$ cat src/rtl/game_ctrl_if.sv
// Phase-control bundle between the game sequencer and the fill, display and
// input phase blocks. The sequencer takes the master side.
interface game_ctrl_if;
    logic       start;
    logic       complete_IDLE;
    logic       complete_DISPLAY;
    logic       complete_INPUT;
    logic       input_correct;
    logic       en_IDLE;
    logic       rst_IDLE;
    logic       en_DISPLAY;
    logic       rst_DISPLAY;
    logic       en_INPUT;
    logic       rst_INPUT;
    logic [1:0] play_len;
    logic [2:0] score;
    logic       win;
    logic       lose;
    logic [2:0] state;

    modport master (
        input  start, complete_IDLE, complete_DISPLAY, complete_INPUT, input_correct,
        output en_IDLE, rst_IDLE, en_DISPLAY, rst_DISPLAY, en_INPUT, rst_INPUT,
        output play_len, score, win, lose, state
    );

    modport slave (
        output start, complete_IDLE, complete_DISPLAY, complete_INPUT, input_correct,
        input  en_IDLE, rst_IDLE, en_DISPLAY, rst_DISPLAY, en_INPUT, rst_INPUT,
        input  play_len, score, win, lose, state
    );
endinterface

$ cat src/rtl/game_ctrl.sv
// Phase sequencer for the memory-sequence game: fill -> (show -> play) per
// round -> win or lose, with per-phase reset/enable strobes, round and score
// tracking and a timed result display. Every output is a flop.
module game_ctrl #(
    parameter int MAX_ROUND   = 4,
    parameter int RESULT_HOLD = 16
) (
    input  logic          clk,
    input  logic          rst_n,
    game_ctrl_if.master   bus
);

    typedef enum logic [2:0] {
        S_WAIT = 3'd0,
        S_FILL = 3'd1,
        S_SHOW = 3'd2,
        S_PLAY = 3'd3,
        S_WIN  = 3'd4,
        S_LOSE = 3'd5
    } state_e;

    localparam int         HOLD_W     = $clog2(RESULT_HOLD + 1);
    localparam logic [HOLD_W-1:0] HOLD_INIT  = HOLD_W'(RESULT_HOLD - 1);
    localparam logic [1:0] LAST_ROUND = 2'(MAX_ROUND - 1);

    // Bit order of the strobe vectors: [0]=fill, [1]=display, [2]=input.
    state_e             state_q, state_d;
    logic               entry_q, entry_d;
    logic [HOLD_W-1:0]  hold_q, hold_d;
    logic [1:0]         play_len_q, play_len_d;
    logic [2:0]         score_q, score_d;
    logic               start_q;
    logic [2:0]         en_q, en_d;
    logic [2:0]         rst_q, rst_d;
    logic               win_q, win_d;
    logic               lose_q, lose_d;

    logic               start_edge;
    assign start_edge = bus.start & ~start_q;

    // Next state, round/score bookkeeping and the registered output values.
    always_comb begin
        // NOTE: every signal gets a default before the case so no path leaves
        // one unassigned, which would otherwise infer a latch.
        state_d    = state_q;
        play_len_d = play_len_q;
        score_d    = score_q;
        hold_d     = hold_q;

        case (state_q)
            S_WAIT: begin
                if (start_edge) begin
                    play_len_d = 2'd0;
                    score_d    = 3'd0;
                    state_d    = S_FILL;
                end
            end
            S_FILL: begin
                if (!entry_q && bus.complete_IDLE) state_d = S_SHOW;
            end
            S_SHOW: begin
                if (!entry_q && bus.complete_DISPLAY) state_d = S_PLAY;
            end
            S_PLAY: begin
                if (!entry_q && bus.complete_INPUT) begin
                    if (bus.input_correct) begin
                        score_d = (score_q == 3'd7) ? score_q : score_q + 3'd1;
                        if (play_len_q == LAST_ROUND) begin
                            state_d = S_WIN;
                        end else begin
                            play_len_d = play_len_q + 2'd1;
                            state_d    = S_SHOW;
                        end
                    end else begin
                        state_d = S_LOSE;
                    end
                end
            end
            S_WIN, S_LOSE: begin
                if (hold_q == '0) state_d = S_WAIT;
                else              hold_d  = hold_q - HOLD_W'(1);
            end
            default: state_d = S_WAIT;
        endcase

        // A state change means the next cycle is that state's entry cycle.
        entry_d = (state_d != state_q);
        if (entry_d && (state_d == S_WIN || state_d == S_LOSE)) hold_d = HOLD_INIT;

        en_d    = {(state_d == S_PLAY) && !entry_d,
                   (state_d == S_SHOW) && !entry_d,
                   (state_d == S_FILL) && !entry_d};
        rst_d   = ~en_d;
        win_d   = (state_d == S_WIN);
        lose_d  = (state_d == S_LOSE);
    end

    // State and output registers with synchronous active-low reset.
    always_ff @(posedge clk) begin
        // NOTE: sequential state uses non-blocking assignments so every flop
        // samples pre-edge values regardless of statement order.
        if (!rst_n) begin
            state_q    <= S_WAIT;
            entry_q    <= 1'b0;
            hold_q     <= '0;
            play_len_q <= 2'd0;
            score_q    <= 3'd0;
            start_q    <= 1'b1;  // a button held through reset is not an edge
            en_q       <= 3'b000;
            rst_q      <= 3'b111;
            win_q      <= 1'b0;
            lose_q     <= 1'b0;
        end else begin
            state_q    <= state_d;
            entry_q    <= entry_d;
            hold_q     <= hold_d;
            play_len_q <= play_len_d;
            score_q    <= score_d;
            start_q    <= bus.start;
            en_q       <= en_d;
            rst_q      <= rst_d;
            win_q      <= win_d;
            lose_q     <= lose_d;
        end
    end

    assign bus.state       = state_q;
    assign bus.play_len    = play_len_q;
    assign bus.score       = score_q;
    assign bus.win         = win_q;
    assign bus.lose        = lose_q;
    assign bus.en_IDLE     = en_q[0];
    assign bus.en_DISPLAY  = en_q[1];
    assign bus.en_INPUT    = en_q[2];
    assign bus.rst_IDLE    = rst_q[0];
    assign bus.rst_DISPLAY = rst_q[1];
    assign bus.rst_INPUT   = rst_q[2];

endmodule

$ cat src/flat_wrapper.sv
// flat-port wrapper written by rule: the top's interface ports become plain ports
module game_ctrl_flat 
#(
    parameter int MAX_ROUND   = 4,
    parameter int RESULT_HOLD = 16
)
  (clk, rst_n, bus_start, bus_complete_IDLE, bus_complete_DISPLAY, bus_complete_INPUT, bus_input_correct, bus_en_IDLE, bus_rst_IDLE, bus_en_DISPLAY, bus_rst_DISPLAY, bus_en_INPUT, bus_rst_INPUT, bus_play_len, bus_score, bus_win, bus_lose, bus_state);
  game_ctrl_if bus_i ();
  input  logic clk;
  input  logic rst_n;
  input wire logic [$bits(bus_i.start)-1:0] bus_start;
  input wire logic [$bits(bus_i.complete_IDLE)-1:0] bus_complete_IDLE;
  input wire logic [$bits(bus_i.complete_DISPLAY)-1:0] bus_complete_DISPLAY;
  input wire logic [$bits(bus_i.complete_INPUT)-1:0] bus_complete_INPUT;
  input wire logic [$bits(bus_i.input_correct)-1:0] bus_input_correct;
  output wire logic [$bits(bus_i.en_IDLE)-1:0] bus_en_IDLE;
  output wire logic [$bits(bus_i.rst_IDLE)-1:0] bus_rst_IDLE;
  output wire logic [$bits(bus_i.en_DISPLAY)-1:0] bus_en_DISPLAY;
  output wire logic [$bits(bus_i.rst_DISPLAY)-1:0] bus_rst_DISPLAY;
  output wire logic [$bits(bus_i.en_INPUT)-1:0] bus_en_INPUT;
  output wire logic [$bits(bus_i.rst_INPUT)-1:0] bus_rst_INPUT;
  output wire logic [$bits(bus_i.play_len)-1:0] bus_play_len;
  output wire logic [$bits(bus_i.score)-1:0] bus_score;
  output wire logic [$bits(bus_i.win)-1:0] bus_win;
  output wire logic [$bits(bus_i.lose)-1:0] bus_lose;
  output wire logic [$bits(bus_i.state)-1:0] bus_state;
  assign bus_i.start = bus_start;
  assign bus_i.complete_IDLE = bus_complete_IDLE;
  assign bus_i.complete_DISPLAY = bus_complete_DISPLAY;
  assign bus_i.complete_INPUT = bus_complete_INPUT;
  assign bus_i.input_correct = bus_input_correct;
  assign bus_en_IDLE = bus_i.en_IDLE;
  assign bus_rst_IDLE = bus_i.rst_IDLE;
  assign bus_en_DISPLAY = bus_i.en_DISPLAY;
  assign bus_rst_DISPLAY = bus_i.rst_DISPLAY;
  assign bus_en_INPUT = bus_i.en_INPUT;
  assign bus_rst_INPUT = bus_i.rst_INPUT;
  assign bus_play_len = bus_i.play_len;
  assign bus_score = bus_i.score;
  assign bus_win = bus_i.win;
  assign bus_lose = bus_i.lose;
  assign bus_state = bus_i.state;
  game_ctrl #(.MAX_ROUND(MAX_ROUND), .RESULT_HOLD(RESULT_HOLD)) u_core (.clk(clk), .rst_n(rst_n), .bus(bus_i));
endmodule
$ cat config.mk
export PLATFORM = sky130hd
export DESIGN_NAME = game_ctrl_flat
export DESIGN_NICKNAME = d
export VERILOG_FILES = /design/src/rtl/game_ctrl_if.sv /design/src/rtl/game_ctrl.sv /design/src/flat_wrapper.sv
export SDC_FILE = /design/constraint.sdc
export NUM_CORES = 1
export LEC_CHECK = 0
export CORE_UTILIZATION = 25
export CTS_CLUSTER_DIAMETER = 200
export DETAILED_ROUTE_END_ITERATION = 8
export PLACE_DENSITY = 0.43
export SLEW_MARGIN = 25
export SYNTH_ARGS = -nofsm -noshare
export SYNTH_HDL_FRONTEND = slang
export SYNTH_SLANG_ARGS = --single-unit
$ cat constraint.sdc
create_clock -name clk -period 4.1 [get_ports clk]
set_input_delay 0.41 -clock clk [delete_from_list [all_inputs] [get_ports clk]]
set_output_delay 0.41 -clock clk [all_outputs]
set_load 0.005 [all_outputs]
==> key figures <==
Outcome
  – Status: complete, no violations

Worst setup path
  – Worst Path Arrival: 2.35 ns
  – Critical Path End Type: register
  – Required @ worst endpoint: 4.26 ns
  – Crit path max fanout: 7
  – WS Path Type: reg -> reg
  – CP Launch Type: register

Timing
  – Tmin final: 2.20 ns
  – Final setup vio count: 0
  – Final period util: 53.6%
  – Final Skew: 0.00942 ns
  – Max_slew headroom: 52.0%
  – RSZ-0062 raised after global routing: false
  – Fmax: 0.455 GHz
  – Max Slew Vio Count: 0
  – Least-Margin Pin Slew: 0.717 ns
  – Setup TNS: 0 ns
  – Final Hold Fails: 0

Clock tree
  – H-tree level count: 1
  – CTS tree: built
  – Clk slew on worst S/H paths: 0.09 ns
  – Longest Clk Path Bufs: 2
  – PostCTS Resize Cnt: 0
  – CTS Root Cell: clkbuf_8
  – Clk sinks: 23
  – Number of post-CTS setup repair buffers: 0
  – CTS buffer count: 3
  – Clock Latency Late Sink: 0.27 ns
  – Hold Buf Count CTS: 0

Global routing
  – Initial antenna violation count: 0
  – GR Util met1: 16.0%
  – Vias in the first global route: 808
  – GRT overflow: 0
  – M3 GR Usage: 3.55%
  – Pin count of the biggest net entering global routing: 23
  – Gr usage total: 11.6%
  – Global routing usage on met2: 17.5%
  – Global-route wire length before repair: 3920 µm
  – Gr busiest metal: met2

Synthesis
  – Syn Nets: 130
  – Post-Syn Instances: 118
  – Yosys warning total: 0
  – Synthesized area per cell: 9.03 µm²
  – Post-Syn Area: 1070 µm²
  – Distinct cells, synth: 37
  – Post-synthesis sequential area ratio: 43.2%
  – Flip-flop and latch count after synthesis: 23

Route
  – Drt total wl: 2290 µm
  – Final ANT Viol Nets: 0
  – Wire per inst: 12.2 µm
  – 1st-iter DRT viols: 36
  – Detailed Routing Iterations Pass 1: 4
  – Vias: 887
  – DRC: 0
  – Drt via density: 4.74

Cells and area
  – ANT cells: 0
  – Syn-to-layout area delta: 28.3%
  – Nets: 150
  – Fin area: 1370 µm²
  – Fraction of layout cells with a size suffix above 1: 5.11%

Die
  – Die height: 67.3 µm
  – FP Rows: 23
  – Num ports: 23
  – CORE AREA: 4060 µm²
  – DIE AREA: 4530 µm²
  – Initial Utilization: 26.3%
  – Die Width: 67.3 µm

Pwr
  – Peak supply drop: 119 µV
  – Pwr/cell area: 296 nW/µm²
  – P_leak: 0.555 nW

Hold path
  – Hold Path Class: reg -> reg

Placement
  – I/O Buffers: 22
  – Final Wtd Congestion: 0.734
  – Placed cell area: 1320 µm²
  – Post-DP HPWL: 1640 µm

Job
  – MaxCap Viol Count: 0
sequential cells by signal, indices dropped and copies added (netlist names):
name / count
u_core.bus.lose: 1
u_core.bus.play_len: 2
u_core.bus.score: 3
u_core.bus.state: 3
u_core.bus.win: 1
u_core.en_q: 3
u_core.entry_q: 1
u_core.hold_q: 5
u_core.rst_q: 3
u_core.start_q: 1
critical path: stages (launching register included):
cell      delay, ns
dfxtp_1        0.34
inv_1          0.09
ha_1           0.15
or4b_1         0.54
and2_4         0.23
a2111o_1       0.49
or2_1          0.25
synth_stat cells:
cell | instances | area share [%]
nor3b_1 | 1 | 0.70
and2_4 | 1 | 0.82
or3b_2 | 1 | 0.82
o21a_1 | 3 | 2.1
clkbuf_1 | 6 | 2.1
nand3_1 | 11 | 5.2
nor2b_1 | 5 | 2.9
or4b_2 | 1 | 0.94
and4b_1 | 1 | 0.94
a2111o_1 | 1 | 1.1
or4b_1 | 1 | 0.94
and3b_1 | 1 | 0.82
nand4_1 | 2 | 1.2
inv_1 | 4 | 1.4
nor2_1 | 7 | 2.5
buf_2 | 1 | 0.47
a21boi_0 | 3 | 2.1
nor4b_1 | 1 | 0.82
nand3b_1 | 1 | 0.70
nor3_1 | 2 | 0.94
and3_1 | 5 | 2.9
nand2b_1 | 3 | 1.8
o22ai_1 | 1 | 0.59
or2_1 | 1 | 0.59
o311ai_0 | 1 | 0.82
o211ai_1 | 1 | 0.70
o21ai_0 | 1 | 0.47
a21oi_1 | 5 | 2.3
and2_1 | 2 | 1.2
xnor2_1 | 1 | 0.82
dfxtp_1 | 23 | 43
ha_1 | 5 | 5.9
and4_1 | 1 | 0.82
xor2_1 | 3 | 2.5
a31oi_1 | 4 | 2.3
nand2_1 | 5 | 1.8
mux2i_1 | 2 | 1.9
area by class of cell:
class	instances	area, µm²
Fill cell	422	2690
Timing Repair Buffer	22	220
Tap cell	50	62.6
Clock inverter	1	5.00
Inverter	4	15.0
Clock buffer	3	41.3
Sequential cell	23	460
Multi-Input combinational cell	84	563
stage by stage:
stage | hold slack [ns] | setup slack, ns | std cells | power [W] | util [%]
finish | 0.490 | 1.90 | 187 | 0.000404 | 33.7
global route | 0.523 | 1.75 | 187 | 0.000426 | 33.7
CTS | 0.499 | 1.90 | 187 | 0.000412 | 33.7
detailed placement | 0.483 | 1.79 | 183 | 0.000268 | 32.6
global placement | 0.478 | 1.82 | 183 | 0.000268 | 32.6
floorplan | 0.471 | 2.06 | 118 | 0.000253 | -
final timing paths:
check / startpoint / endpoint / slack (ns) / cells past startpoint
setup reg to reg: u_core.hold_q[0] / u_core.rst_q[1] / 1.90 / 6
hold reg to reg: u_core.bus.score[2] / u_core.bus.score[2] / 0.49 / 2
setup / recovery: u_core.hold_q[0] / u_core.rst_q[1] / 1.90 / 6
hold / removal: u_core.bus.score[2] / u_core.bus.score[2] / 0.49 / 2
cell usage in the layout, fill, tap and decap left out, types with 2 or more instances in the layout:
master           instances
clkbuf_8                 3
nand3_1                 11
a21oi_1                  5
clkdlybuf4s50_1         22
mux2i_1                  2
o21a_1                   3
a21boi_0                 3
ha_1                     5
dfxtp_1                 23
nand4_1                  2
a31oi_1                  4
and3_1                   5
nand2b_1                 3
nor2_1                   7
xor2_1                   3
nor2b_1                  5
nor3_1                   2
and2_1                   2
nand2_1                  5
inv_1                    4
cell families after synthesis:
group,Yosys count,share of synthesized area (%)
muxes,2,1.88
and+or+nand+nor,53,29.2
AOI/OAI and AO/OA,20,12.6
buffers and inverters,11,3.99
xor gates and xnor gates,4,3.29
adders and majority gates,5,5.87
DFF,23,43.2
per-layer routing:
layer | routed length [µm] | share of wire, % | up-vias
li1 | - | - | 457
met1 | 1190 | 52 | 400
met2 | 968 | 42 | 25
met3 | 109 | 4.8 | 5
met4 | 17 | 0.74 | 0
met5 | 0 | 0 | -
report_power, final:
group          switching [W]  total (W)  internal [W]
registers         0.00000442   0.000231      0.000226
logic              0.0000152  0.0000315     0.0000162
clock network      0.0000741   0.000142     0.0000679
No activity file was read; power rests on OpenSTA's default activity.
